**config.mk**
```make
export PLATFORM = sky130hd
export DESIGN_NAME = pacman_move_ctrl
export DESIGN_NICKNAME = d
export VERILOG_FILES = /design/src/rtl/pacman_pkg.sv /design/src/rtl/pacman_move_ctrl_tick.sv /design/src/rtl/pacman_move_ctrl.sv
export SDC_FILE = /design/constraint.sdc
export NUM_CORES = 1
export LEC_CHECK = 0
export ABC_CLOCK_PERIOD_IN_PS = 5500
export BUFFER_PORTS_ARGS = -buffer_cell sky130_fd_sc_hd__buf_2
export CAP_MARGIN = 10
export CORE_ASPECT_RATIO = 1.2
export CORE_MARGIN = 3
export CORE_UTILIZATION = 40
export CTS_CLUSTER_DIAMETER = 120
export DETAILED_ROUTE_END_ITERATION = 6
export HOLD_SLACK_MARGIN = 0.08
export PLACE_DENSITY = 0.62
export SLEW_MARGIN = 10
export SYNTH_ARGS = -nofsm -noshare
export SYNTH_HDL_FRONTEND = slang
export SYNTH_SLANG_ARGS = --single-unit
```
**constraint.sdc**
```tcl
create_clock -name clk -period 5.5 [get_ports clk]
set_input_delay 1.1 -clock clk [delete_from_list [all_inputs] [get_ports clk]]
set_output_delay 1.1 -clock clk [all_outputs]
set_load 0.05 [all_outputs]
```
**src/rtl/pacman_pkg.sv**
```systemverilog
// Shared Pac-Man movement types: direction enum, HID keycodes and unit-step helpers.
package pacman_pkg;

  typedef enum logic [2:0] {
    NONE  = 3'd0,
    UP    = 3'd1,
    DOWN  = 3'd2,
    LEFT  = 3'd3,
    RIGHT = 3'd4
  } dir_t;

  localparam logic [7:0] KEY_UP    = 8'h1A;
  localparam logic [7:0] KEY_DOWN  = 8'h16;
  localparam logic [7:0] KEY_LEFT  = 8'h04;
  localparam logic [7:0] KEY_RIGHT = 8'h07;

  typedef struct packed {
    logic signed [9:0] dx;
    logic signed [9:0] dy;
  } unit_t;

  // Screen coordinates: UP decreases Y.
  function automatic unit_t dir_unit(input dir_t d);
    unit_t u;
    u.dx = '0;
    u.dy = '0;
    case (d)
      UP:      u.dy = -10'sd1;
      DOWN:    u.dy = 10'sd1;
      LEFT:    u.dx = -10'sd1;
      RIGHT:   u.dx = 10'sd1;
      default: ;
    endcase
    return u;
  endfunction

  function automatic dir_t key_to_dir(input logic [7:0] key);
    dir_t d;
    case (key)
      KEY_UP:    d = UP;
      KEY_DOWN:  d = DOWN;
      KEY_LEFT:  d = LEFT;
      KEY_RIGHT: d = RIGHT;
      default:   d = NONE;
    endcase
    return d;
  endfunction

endpackage

```
**src/rtl/pacman_move_ctrl_tick.sv**
```systemverilog
// step_tick_gen: free-running divider, one-cycle tick on the wrap cycle of 0..DIV-1.
module step_tick_gen #(
  parameter int unsigned DIV = 833333
) (
  input  logic clk,
  input  logic reset_n,
  output logic tick
);

  localparam int unsigned W = (DIV > 1) ? $clog2(DIV) : 1;
  localparam logic [W-1:0] LAST = W'(DIV - 1);

  logic [W-1:0] cnt;

  assign tick = (cnt == LAST);

  always_ff @(posedge clk or negedge reset_n) begin
    if (!reset_n)
      cnt <= '0;
    else if (tick)
      cnt <= '0;
    else
      cnt <= cnt + W'(1);
  end

endmodule

```
**src/rtl/pacman_move_ctrl.sv**
```systemverilog
// Pac-Man movement sequencer: per-step wall queries and position/motion update.
// Optional PACMAN_TUNNEL_WRAP_EN: horizontal targets past X_MIN/X_MAX wrap to the opposite edge.
module pacman_move_ctrl
  import pacman_pkg::*;
#(
  parameter int unsigned STEP_DIV = 833333,
  parameter logic [9:0]  START_X  = 10'd320,
  parameter logic [9:0]  START_Y  = 10'd360,
  parameter logic [9:0]  X_MIN    = 10'd8,
  parameter logic [9:0]  X_MAX    = 10'd631
) (
  input  logic       clk,
  input  logic       reset_n,
  input  logic [7:0] keycode,
  input  logic       won,
  output logic       wq_valid,
  output logic [9:0] wq_x,
  output logic [9:0] wq_y,
  input  logic       wq_ready,
  input  logic       wq_wall,
  output logic [9:0] pos_x,
  output logic [9:0] pos_y,
  output logic [9:0] motion_x,
  output logic [9:0] motion_y,
  output logic       step_strobe
);

  typedef enum logic [1:0] {
    IDLE   = 2'd0,
    Q_WANT = 2'd1,
    Q_CUR  = 2'd2,
    MOVE   = 2'd3
  } state_t;

  state_t     state, state_n;
  dir_t       cur_dir, cur_dir_n, want_dir;
  logic [9:0] pos_x_n, pos_y_n, motion_x_n, motion_y_n;
  logic       step_strobe_n;
  logic       tick;

  step_tick_gen #(.DIV(STEP_DIV)) u_tick (
    .clk     (clk),
    .reset_n (reset_n),
    .tick    (tick)
  );

  // Target tile for the direction relevant to the current state.
  dir_t       q_dir;
  unit_t      q_unit;
  logic [9:0] raw_x, tgt_x, tgt_y;
  logic       x_oob;
  logic       in_query;

  always_comb begin
    q_dir  = (state == Q_WANT) ? want_dir : cur_dir;
    q_unit = dir_unit(q_dir);
    raw_x  = pos_x + q_unit.dx;
    tgt_y  = pos_y + q_unit.dy;
`ifdef PACMAN_TUNNEL_WRAP_EN
    x_oob = 1'b0;
    if (raw_x > X_MAX)
      tgt_x = X_MIN;
    else if (raw_x < X_MIN)
      tgt_x = X_MAX;
    else
      tgt_x = raw_x;
`else
    x_oob = (raw_x > X_MAX) || (raw_x < X_MIN);
    tgt_x = raw_x;
`endif
  end

  assign in_query = (state == Q_WANT) || (state == Q_CUR);
  assign wq_valid = in_query && !x_oob;
  assign wq_x     = wq_valid ? tgt_x : '0;
  assign wq_y     = wq_valid ? tgt_y : '0;

  // An out-of-range X resolves the query at once as a wall, without a handshake.
  logic resolved, hit;
  assign resolved = x_oob || (wq_valid && wq_ready);
  assign hit      = x_oob || wq_wall;

  always_comb begin
    state_n       = state;
    cur_dir_n     = cur_dir;
    pos_x_n       = pos_x;
    pos_y_n       = pos_y;
    motion_x_n    = motion_x;
    motion_y_n    = motion_y;
    step_strobe_n = 1'b0;
    case (state)
      IDLE: begin
        if (tick) begin
          if (won) begin
            motion_x_n = '0;
            motion_y_n = '0;
          end else if (want_dir != NONE && want_dir != cur_dir) begin
            state_n = Q_WANT;
          end else if (cur_dir != NONE) begin
            state_n = Q_CUR;
          end
        end
      end
      Q_WANT: begin
        if (resolved) begin
          if (won) begin
            motion_x_n = '0;
            motion_y_n = '0;
            state_n    = IDLE;
          end else if (!hit) begin
            cur_dir_n = want_dir;
            state_n   = MOVE;
          end else if (cur_dir != NONE) begin
            state_n = Q_CUR;
          end else begin
            motion_x_n = '0;
            motion_y_n = '0;
            state_n    = IDLE;
          end
        end
      end
      Q_CUR: begin
        if (resolved) begin
          if (won) begin
            motion_x_n = '0;
            motion_y_n = '0;
            state_n    = IDLE;
          end else if (!hit) begin
            state_n = MOVE;
          end else begin
            cur_dir_n  = NONE;
            motion_x_n = '0;
            motion_y_n = '0;
            state_n    = IDLE;
          end
        end
      end
      MOVE: begin
        pos_x_n       = tgt_x;
        pos_y_n       = tgt_y;
        motion_x_n    = q_unit.dx;
        motion_y_n    = q_unit.dy;
        step_strobe_n = 1'b1;
        state_n       = IDLE;
      end
      default: state_n = IDLE;
    endcase
  end

  always_ff @(posedge clk or negedge reset_n) begin
    if (!reset_n) begin
      state       <= IDLE;
      cur_dir     <= NONE;
      want_dir    <= NONE;
      pos_x       <= START_X;
      pos_y       <= START_Y;
      motion_x    <= '0;
      motion_y    <= '0;
      step_strobe <= 1'b0;
    end else begin
      state       <= state_n;
      cur_dir     <= cur_dir_n;
      want_dir    <= key_to_dir(keycode);
      pos_x       <= pos_x_n;
      pos_y       <= pos_y_n;
      motion_x    <= motion_x_n;
      motion_y    <= motion_y_n;
      step_strobe <= step_strobe_n;
    end
  end

endmodule

```
; After elaboration in Yosys (flattened, before gate mapping)
; Index checks and enable logic that the tools add are counted.
[classes]
addsub = 3
n_lt_le_gt_ge = 2
eq_ne = 26
muxes = 38
reduce_logical = 15
[ops]
columns = operator, count
row1 = $mux W10, 11
row2 = $pmux W10 S4, 2
row3 = $pmux W10 S2, 2
row4 = $mux W2, 11
row5 = $mux W3, 7
row6 = $add A10 B10 Y10, 2
row7 = $add A20 B1 Y20 const B, 1
row8 = $eq A20 B20 Y1 const B, 1
row9 = $mux W20, 1
row10 = $ne A2 B2 Y1 const B, 9
row11 = $eq A8 B3 Y1 const B, 2
row12 = $eq A8 B5 Y1 const B, 2
row13 = $reduce_and A7 Y1, 2
row14 = $ne A3 B3 Y1 const B, 4
row15 = $pmux W3 S4, 1
row16 = $gt A10 B10 Y1 const B, 1
row17 = $lt A10 B4 Y1 const B, 1
row18 = $pmux W2 S4, 1
row19 = $eq A3 B2 Y1 const B, 2
row20 = $pmux W3 S2, 1
row21 = $reduce_bool A3 Y1, 2
row22 = $reduce_and A5 Y1, 1
row23 = $eq A2 B2 Y1 const B, 2
row24 = $logic_or A1 B1 Y1, 4
row25 = other kinds (9), 11
[word_totals]
regBits = 69
in_bits = 13
wordCells = 93

; Longest topological paths before layout
; Gate-level depths: netlist of the first run.
[depth]
depth_word = 13
ltp_mapped = 17

; Cells and area by module
; A second synthesis of the first run with hierarchy kept.
[hier_totals]
cells_unflattened = 420
hier_area_um2 = 3977.6
[by_module_without_submodules]
columns = module, n_inst, cells_each, area_each_um2, seq_area_each_um2
row1 = pacman_move_ctrl, 1, 311, 2892.8, 833.3
row2 = step_tick_gen, 1, 109, 1084.8, 500.5

; Worst setup path before layout of the first run
; No wires, ideal clock.
[synth_path]
kind = register -> output
startpoint = register state[1]
endpoint = output port wq_y[8]
t_arrival_ns = 4.450
required_ns = 4.400
path_slack_ns = -0.050
path_stages_with_launch = 17
n_path_buf = 2
cell_sequence = dfrtp_1 inv_1 ha_1 clkbuf_1 a221oi_1 a31oi_1 ha_1 fa_1 a21o_1 a221oi_1 a21oi_1 xor2_1 o31ai_1 and2_1 buf_6 nand2_1 nor3_1
[synth_between]
elab_chain_len = 10
elab_cells_between_ends = 18
classes_between = 2 x add/sub / 2 x order compare / 6 x eq/ne / 4 x mux / 4 x reduce/logical
[synth_rtl]
columns = element, line
row1 = "start, declared", pacman_move_ctrl.sv:35  ; state_t state, state_n;
row2 = "start signal, assigned", pacman_move_ctrl.sv:161  ; state <= state_n;
row3 = $eq A2 B1 Y1, "pacman_move_ctrl.sv:55, pacman_move_ctrl.sv:73"
row4 = $mux W3, pacman_move_ctrl.sv:55  ; q_dir = (state == Q_WANT) ? want_dir : cur_dir;
row5 = $eq A3 B3 Y1 or $eq A3 B2 Y1 (tied branches), pacman_pkg.sv:27  ; case (d)
row6 = $pmux W10 S2, pacman_pkg.sv:27
row7 = $add A10 B10 Y10, pacman_move_ctrl.sv:57  ; raw_x = pos_x + q_unit.dx;
row8 = $gt A10 B10 Y1 or $lt A10 B4 Y1 (tied branches), pacman_move_ctrl.sv:68  ; x_oob = (raw_x > X_MAX) || (raw_x < X_MIN);
row9 = $logic_or A1 B1 Y1, pacman_move_ctrl.sv:68
row10 = $logic_not A1 Y1, pacman_move_ctrl.sv:74  ; assign wq_valid = in_query && !x_oob;
row11 = $logic_and A1 B1 Y1, pacman_move_ctrl.sv:74
row12 = $mux W10 *, pacman_move_ctrl.sv:76  ; assign wq_y = wq_valid ? tgt_y : '0;
row13 = "end, declared", pacman_move_ctrl.sv:18  ; output logic [9:0] wq_y,
; Every way passes the cells marked *; elsewhere a longest branch is shown, timed or not.

; Final worst setup path of the first run
[layout_path]
startpoint = register state[1]
endpoint = output port wq_y[0]
; Same word-level chain as after synthesis.

==> results.py, run 1 <==
metrics = {
    "min_path": {
        "hold_end": "u_tick.cnt[19]",
        "min_from": "u_tick.cnt[19]",
        "hold_path_class": "reg2reg",
        "hold_depth": 1,
    },
    "grt": {
        "grt_pass1_vias": 2994,
        "grt_pass1_wl_mm": 13.83,
        "grt_max_degree": 54,
        "antenna_found_initial": 0,
        "gr-total-overflow": 0,
        "track_usage_pct": 16.19,
    },
    "clock_tree": {
        "clock_latency_ns": 0.32,
        "clkTransAtPathRegs_ns": 0.10,
        "clockRootBuffer": "clkbuf_8",
        "htreeDepth": 2,
        "clockBufferDepth": 2,
        "numCtsBuffers": 5,
        "ctsHoldBuffers": 0,
        "cts.sinks": 53,
        "cts_tree": "built",
    },
    "power_and_ir_drop": {
        "comb_power_share_pct": 2.5,
        "p_sw_mw": 0.1489,
        "internal-power_mw": 0.5315,
        "p_per_area_nw_per_um2": 154.5,
        "ir_drop_uv": 87.02,
        "pwr-share-seq_pct": 57.3,
        "clkPwrFrac_pct": 40.1,
        "p_leak_nw": 2.265,
        "power_mw": 0.6804,
        "swShare_pct": 21.89,
    },
    "cells_and_area": {
        "final_nets": 517,
        "multi_input_area_um2": 2207,
        "n_fill_cell": 860,
        "stdcell_count": 595,
        "diodes": 0,
        "drive_above_1_share_pct": 31.59,
        "finish.instance_area_um2": 4404,
        "area_delta_synth_final_pct": 18.28,
        "regArea_um2": 1335,
    },
    "die": {
        "core-area_um2": 8796,
        "rows": 37,
        "die_w_um": 94.08,
        "die-area_um2": 10510,
        "initial_core_util_pct": 42.33,
        "fp.dieH_um": 111.7,
        "num_io_pins": 75,
    },
    "setup_path": {
        "worstReg2RegStart": "state[1]",
        "cp-start-kind": "register",
        "cp.arrival_ns": 4.24,
        "reg2reg_to": "motion_x[8]",
        "required_ns": 4.40,
        "r2r_cells": 14,
        "crit_fanout": 9,
        "r2r_slack_ns": 1.29,
        "crit_type": "reg2out",
        "endpoint_kind": "primary output",
    },
    "sta": {
        "drv_slew": 0,
        "post-route-min-period_ns": 5.343,
        "slew_headroom_pct": 53.89,
        "worstMarginPinSlew_ns": 0.6917,
        "finClkSkew_ns": 0.01220,
        "hold_violations": 0,
        "timing.fmax_mhz": 187.2,
        "setup_viol": 0,
        "fin_crit_sh_pct": 97.14,
    },
    "detailed_routing": {
        "vias": 3147,
        "drt_wl_total_mm": 8.501,
        "wire_per_inst_um": 14.29,
        "drc": 0,
        "vias_per_cell": 5.289,
        "drtIter0Drc": 112,
        "first_pass_iters": 4,
        "ant_nets": 0,
    },
    "placement": {
        "gp_congestion": 0.8528,
        "io_buffer_count": 74,
        "dp_cells": 578,
        "placed_cell_area_um2": 4158,
        "hpwl_mm": 6.449,
    },
    "yosys": {
        "yosysSeqAreaShare_pct": 35.82,
        "synth_edf_count": 0,
        "avgSynthCellArea_um2": 9.171,
        "synth_flop_cell": "dfrtp_1",
        "synth.distinct_cells": 58,
        "yosysWarnings": 0,
        "synthArstFlopShare_pct": 100.0,
        "ys_ff_latch": 53,
        "synth_fp_nets": 446,
        "syn-cell-area_um2": 3724,
        "synthCells": 406,
    },
    "outcome": {
        "status": "finished, final reports clean",
    },
    "flow_run": {
        "drv_cap": 0,
    },
}
==> metrics by stage <==
stage / hold slack, ns / setup TNS [ns] / setup slack, ns / util, %
after floorplan: 0.4548 / 0 / 0.2016 / -
final: 0.5004 / 0 / 0.1573 / 50.07
after CTS: 0.5019 / 0 / 0.05026 / 49.37
after global routing: 0.5140 / -0.008901 / -0.006196 / 50.07
after global placement: 0.4769 / 0 / 0.1990 / 47.27
after detailed placement: 0.4857 / 0 / 0.07972 / 47.27
==> Yosys cell counts (2+ instances only) <==
cell | instances | area (um^2)
nor2_1 | 50 | 187.7
and3_2 | 11 | 82.58
a31oi_1 | 3 | 18.77
ha_1 | 25 | 312.8
buf_4 | 16 | 120.1
o21a_1 | 3 | 22.52
and2_1 | 2 | 12.51
a21oi_1 | 19 | 95.09
a2111oi_0 | 2 | 17.52
a221oi_1 | 3 | 26.28
xor2_1 | 19 | 166.4
o21ai_0 | 15 | 75.07
mux2_2 | 10 | 112.6
nand3_1 | 16 | 80.08
o31ai_1 | 3 | 22.52
nor3_1 | 12 | 60.06
o211a_1 | 2 | 20.02
or4_1 | 2 | 15.01
a21o_1 | 5 | 37.54
or2_2 | 3 | 18.77
nand2_1 | 21 | 78.83
o21bai_1 | 2 | 15.01
nand4_1 | 6 | 37.54
o22ai_1 | 2 | 12.51
mux2i_1 | 5 | 50.05
dfrtp_1 | 47 | 1176
nor2b_1 | 3 | 18.77
inv_1 | 22 | 82.58
nor4_1 | 6 | 37.54
or3_1 | 4 | 25.02
dfstp_2 | 6 | 157.7
nand4b_1 | 2 | 17.52
mux2_4 | 2 | 30.03
clkbuf_1 | 10 | 37.54
and3_1 | 4 | 25.02
fa_1 | 2 | 40.04
a32o_1 | 2 | 20.02
xnor2_1 | 17 | 148.9
a21boi_0 | 2 | 15.01
o211ai_1 | 2 | 15.01
==> final cells by class <==
class,instances,area share (%)
inverter,22,1.875
timing repair buffer,92,11.76
multi-input combinational,303,50.11
sequential,53,30.31
clock buffer,5,1.563
clock inverter,3,1.051
tap,117,3.324
==> worst max-delay path by stage <==
stage / from / depth (start not counted) / slack, ns / to
final: state[1] / 14 / 0.16 / wq_y[0]
after global routing: state[1] / 14 / -0.006 / wq_x[1]
after CTS: state[0] / 13 / 0.05 / wq_y[0]
after detailed placement: state[1] / 14 / 0.08 / wq_y[0]
after global placement: state[1] / 14 / 0.20 / wq_x[0]
after floorplan: state[1] / 17 / 0.20 / wq_y[2]
==> layout by cell type, fill, tap and decap left out, types with 5 or more instances in the layout <==
master and instances:
ha_1 23, inv_1 22, nand3_1 16, xor2_1 19, mux2_2 10, o21ai_0 15, mux2i_1 5, nor4_1 5
buf_2 74, a21oi_1 19, clkbuf_8 5, dfrtp_1 46, buf_4 17, nor3_1 11, and3_2 11, dfstp_2 6
a21o_1 5, xnor2_1 17, nand2_1 19, nor2_1 50, nand4_1 6
==> sequential cells by signal (all words and copies together), names as in the netlist <==
| name | cells |
|---|---|
| pos_x | 10 |
| state | 2 |
| want_dir | 3 |
| step_strobe | 1 |
| motion_x | 2 |
| u_tick.cnt | 20 |
| pos_y | 10 |
| cur_dir | 3 |
| motion_y | 2 |
==> critical path, cell delays in order, from the launching register on <==
cell and delay (ns):
dfrtp_1 0.40, inv_1 0.13, ha_4 0.18, nand4b_1 0.18, nand2_4 0.16, ha_1 0.24, a21o_1 0.23, a311o_1 0.37
a2111o_1 0.43, a22o_1 0.25, or4_4 0.56, and2_1 0.20, buf_4 0.18, and3_2 0.21, buf_2 0.21
==> kinds of logic (layout without fill, tap and decap cells) <==
logic type | after synthesis | count (layout) | share of synthesized area (%)
XOR/XNOR | 36 | 36 | 8.468
flip-flops | 53 | 53 | 35.82
AND/OR/NAND/NOR | 147 | 147 | 19.93
buffers and inverters | 50 | 122 | 6.889
adder cells (fa/ha/maj) | 27 | 27 | 9.476
AO/OA/AOI/OAI | 76 | 76 | 14.25
multiplexers | 17 | 17 | 5.175
==> timing repair <==
| item | in CTS | in global routing |
|---|---|---|
| gates resized for setup | 5 | 5 |
| pin swaps | 2 | 1 |
| endpoints found under the setup margin | 20 | 20 |
| buffers inserted | 5 | 4 |
==> per-layer routing <==
metal,wire [um],share of wire [%],vias up,GRT usage (%)
li1,-,-,1563,-
met1,3731,44,1493,19.75
met2,4262,50,83,28.75
met3,393,4.6,8,2.568
met4,113,1.3,0,5.202
met5,0,0,-,0
==> power groups by stage <==
stage,sequential [mW],combinational [mW],clock [mW]
after floorplan,0.397,0.00348,0
after detailed placement,0.397,0.0179,0
final,0.390,0.0173,0.273
after global placement,0.398,0.0174,0
after CTS,0.390,0.0179,0.285
after global routing,0.390,0.0199,0.300
Power figures use the tool's default switching activity.
==> run 2, diff against run 1 <==
ABC_CLOCK_PERIOD_IN_PS = 4800   (was 5500)
CORE_ASPECT_RATIO = 2   (was 1.2)
PLACE_DENSITY = 0.65   (was 0.62)
clock period = 4.8 ns   (was 5.5 ns; I/O delays follow)
==> run 2 against run 1 <==
The flow now finishes with violations (negative setup slack). Die area rose by 0.63%. First-iteration DRC count fell by 6.3%. Hold slack got worse by 0.0048 ns. Utilization rose by 6.4 points. Register-to-register slack got worse by 0.60 ns. Sequential share of layout area fell by 4.1 points. Global-route usage rose by 3.1 points. Non-clock buffer count rose by 31. Clock skew fell by 0.0035 ns. Largest cell class unchanged.
==> results.py, run 2 (synthesis results as in run 1) <==
metrics = {
    "sta": {
        "rsz0062_at_grt": "yes",
        "worstMarginPinSlew_ns": 0.6214,
        "finClkSkew_ns": 0.008675,
        "fin_ws_ns": -0.07620,
        "slew_headroom_pct": 58.57,
        "post-route-min-period_ns": 4.876,
        "whs_ns": 0.4956,
        "drv_slew": 0,
        "hold_violations": 0,
        "timing.fmax_mhz": 205.1,
        "setup_viol": 20,
        "fin_crit_sh_pct": 101.6,
    },
    "die": {
        "initial_core_util_pct": 41.32,
        "die-area_um2": 10570,
        "core-area_um2": 9012,
        "die_w_um": 74.23,
        "num_io_pins": 75,
        "rows": 49,
        "fp.dieH_um": 142.4,
    },
    "setup_path": {
        "critPathSlowestCell": "or4_4",
        "cp.arrival_ns": 3.92,
        "required_ns": 3.84,
        "cp-start-kind": "register",
        "crit_type": "reg2out",
        "crit_fanout": 8,
        "endpoint_kind": "primary output",
        "slowest_delay_ns": 0.55,
        "cp_cell_sequence": "ha_4 > nand4b_1 > nand2_4 > buf_8 > ha_4 > a21o_1 > a311o_1 > a2111o_1 > a22o_1 > or4_4 > and2_4 > buf_12 > and3_4 > buf_8",
    },
    "clock_tree": {
        "clkTransAtPathRegs_ns": 0.07,
        "clockBufferDepth": 2,
        "cts.sinks": 53,
        "clockRootBuffer": "clkbuf_16",
        "ctsHoldBuffers": 0,
        "numCtsBuffers": 5,
        "clock_latency_ns": 0.30,
        "htreeDepth": 2,
        "cts_tree": "built",
    },
    "detailed_routing": {
        "dr_wl_met3_um": 412,
        "routed.top_layer": "met4",
        "wl_met2_mm": 5.461,
        "drt_wl_total_mm": 9.712,
        "drtIter0Drc": 105,
        "first_pass_iters": 4,
        "wl_met1_mm": 3.424,
        "ant_nets": 0,
        "vias": 3387,
        "wire_per_inst_um": 15.90,
        "vias_per_cell": 5.543,
        "drc": 0,
    },
    "cells_and_area": {
        "multi_input_area_um2": 2429,
        "final_nets": 548,
        "area_delta_synth_final_pct": 36.76,
        "regArea_um2": 1336,
        "layout_common_cells": "buf_2, dfrtp_1, buf_4",
        "largest_register_ffs": 20,
        "n_fill_cell": 785,
        "final_common_cell": "buf_2",
        "diodes": 0,
        "utilization_pct": 56.50,
        "drive_above_1_share_pct": 42.44,
        "regMostFlops": "u_tick.cnt",
        "reg_top3": "u_tick.cnt x20, pos_x x10, pos_y x10",
    },
    "grt": {
        "grt_pass1_vias": 3514,
        "antenna_found_initial": 0,
        "gr-total-overflow": 0,
        "grt_max_degree": 40,
        "grt_pass1_wl_mm": 16.04,
        "track_usage_pct": 19.26,
    },
    "outcome": {
        "violations": "negative setup slack",
        "status": "finished with violations",
    },
    "placement": {
        "io_buffer_count": 74,
        "hpwl_mm": 7.320,
        "gp_congestion": 0.9204,
    },
    "flow_run": {
        "drv_cap": 0,
    },
    "power_and_ir_drop": {
        "ir_drop_uv": 206.6,
        "p_leak_nw": 2.445,
        "p_per_area_nw_per_um2": 176.2,
    },
    "min_path": {
        "hold_path_class": "reg2reg",
    },
}
-- run 2: cell types whose count changed in the layout (fill, tap and decap cells not counted), moves of 7 or more --
| cell | previous run | this run |
|---|---|---|
| nor2_1 | 50 | 38 |
| buf_4 | 17 | 44 |
| and3_4 | 0 | 7 |
| buf_2 | 74 | 54 |
| buf_8 | 0 | 10 |
| buf_6 | 0 | 13 |
| and3_2 | 11 | 4 |
| nor2_2 | 0 | 10 |
-- run 2: layer usage --
metal | track usage (%) | vias up
li1 | - | 1621
met1 | 19.53 | 1634
met2 | 35.53 | 104
met3 | 3.041 | 28
met4 | 11.16 | 0
met5 | 0 | -
-- run 2: metrics by stage --
step           area (um^2)  setup slack [ns]  std cells  power [mW]  TNS (ns)
2_1_floorplan         3851          0.001474        406      0.4593         0
3_3_place_gp          4384           0.01794        580      0.4758         0
3_5_place_dp          4384           0.01839        580      0.4762         0
4_1_cts               4936          -0.05797        602      0.9123   -0.5995
5_1_grt               5092           -0.2218        611      0.9243    -3.400
6_report              5092          -0.07620        611      0.8973   -0.9416
-- run 2: critical path, delay by kind of cell (launching register included) --
| kind | cells | cell delay (ns) |
|---|---|---|
| DFF | 1 | 0.42 |
| adders and majority gates | 2 | 0.35 |
| and+or+nand+nor | 5 | 1.22 |
| AOI/OAI and AO/OA | 4 | 1.18 |
| buffers and inverters | 3 | 0.43 |
-- run 2: cell type report --
class	count	share of cell area, %
Clock buffer	6	2.727
Timing Repair Buffer	123	18.40
Sequential cell	53	26.24
Multi-Input combinational cell	303	47.69
Inverter	22	1.695
Tap cell	102	2.506
Clock inverter	2	0.7371
-- run 2: final timing paths --
check	from	to	slack, ns	depth (start not counted)
worst max register to register	state[0]	state[0]	0.69	15
worst max-delay path	state[0]	wq_x[1]	-0.08	14
worst min-delay path	u_tick.cnt[11]	u_tick.cnt[11]	0.50	1
min in group asynchronous	reset_n	pos_x[9]	0.57	1
worst min register to register	u_tick.cnt[11]	u_tick.cnt[11]	0.50	1
max in group asynchronous	reset_n	cur_dir[2]	3.36	2
-- run 2: report_power, final --
group          internal [mW]  total (mW)  switching, mW
logic                0.00631      0.0202         0.0139
registers              0.447       0.447       0.000109
clock network          0.261       0.430          0.170
total                  0.714       0.897          0.184
-- run 2: timing repair --
action,4_1_cts,5_1_grt
resized for setup,78,20
buffers inserted,14,9
pin swaps,19,19
gates cloned,0,0
endpoints found under the setup margin,20,20
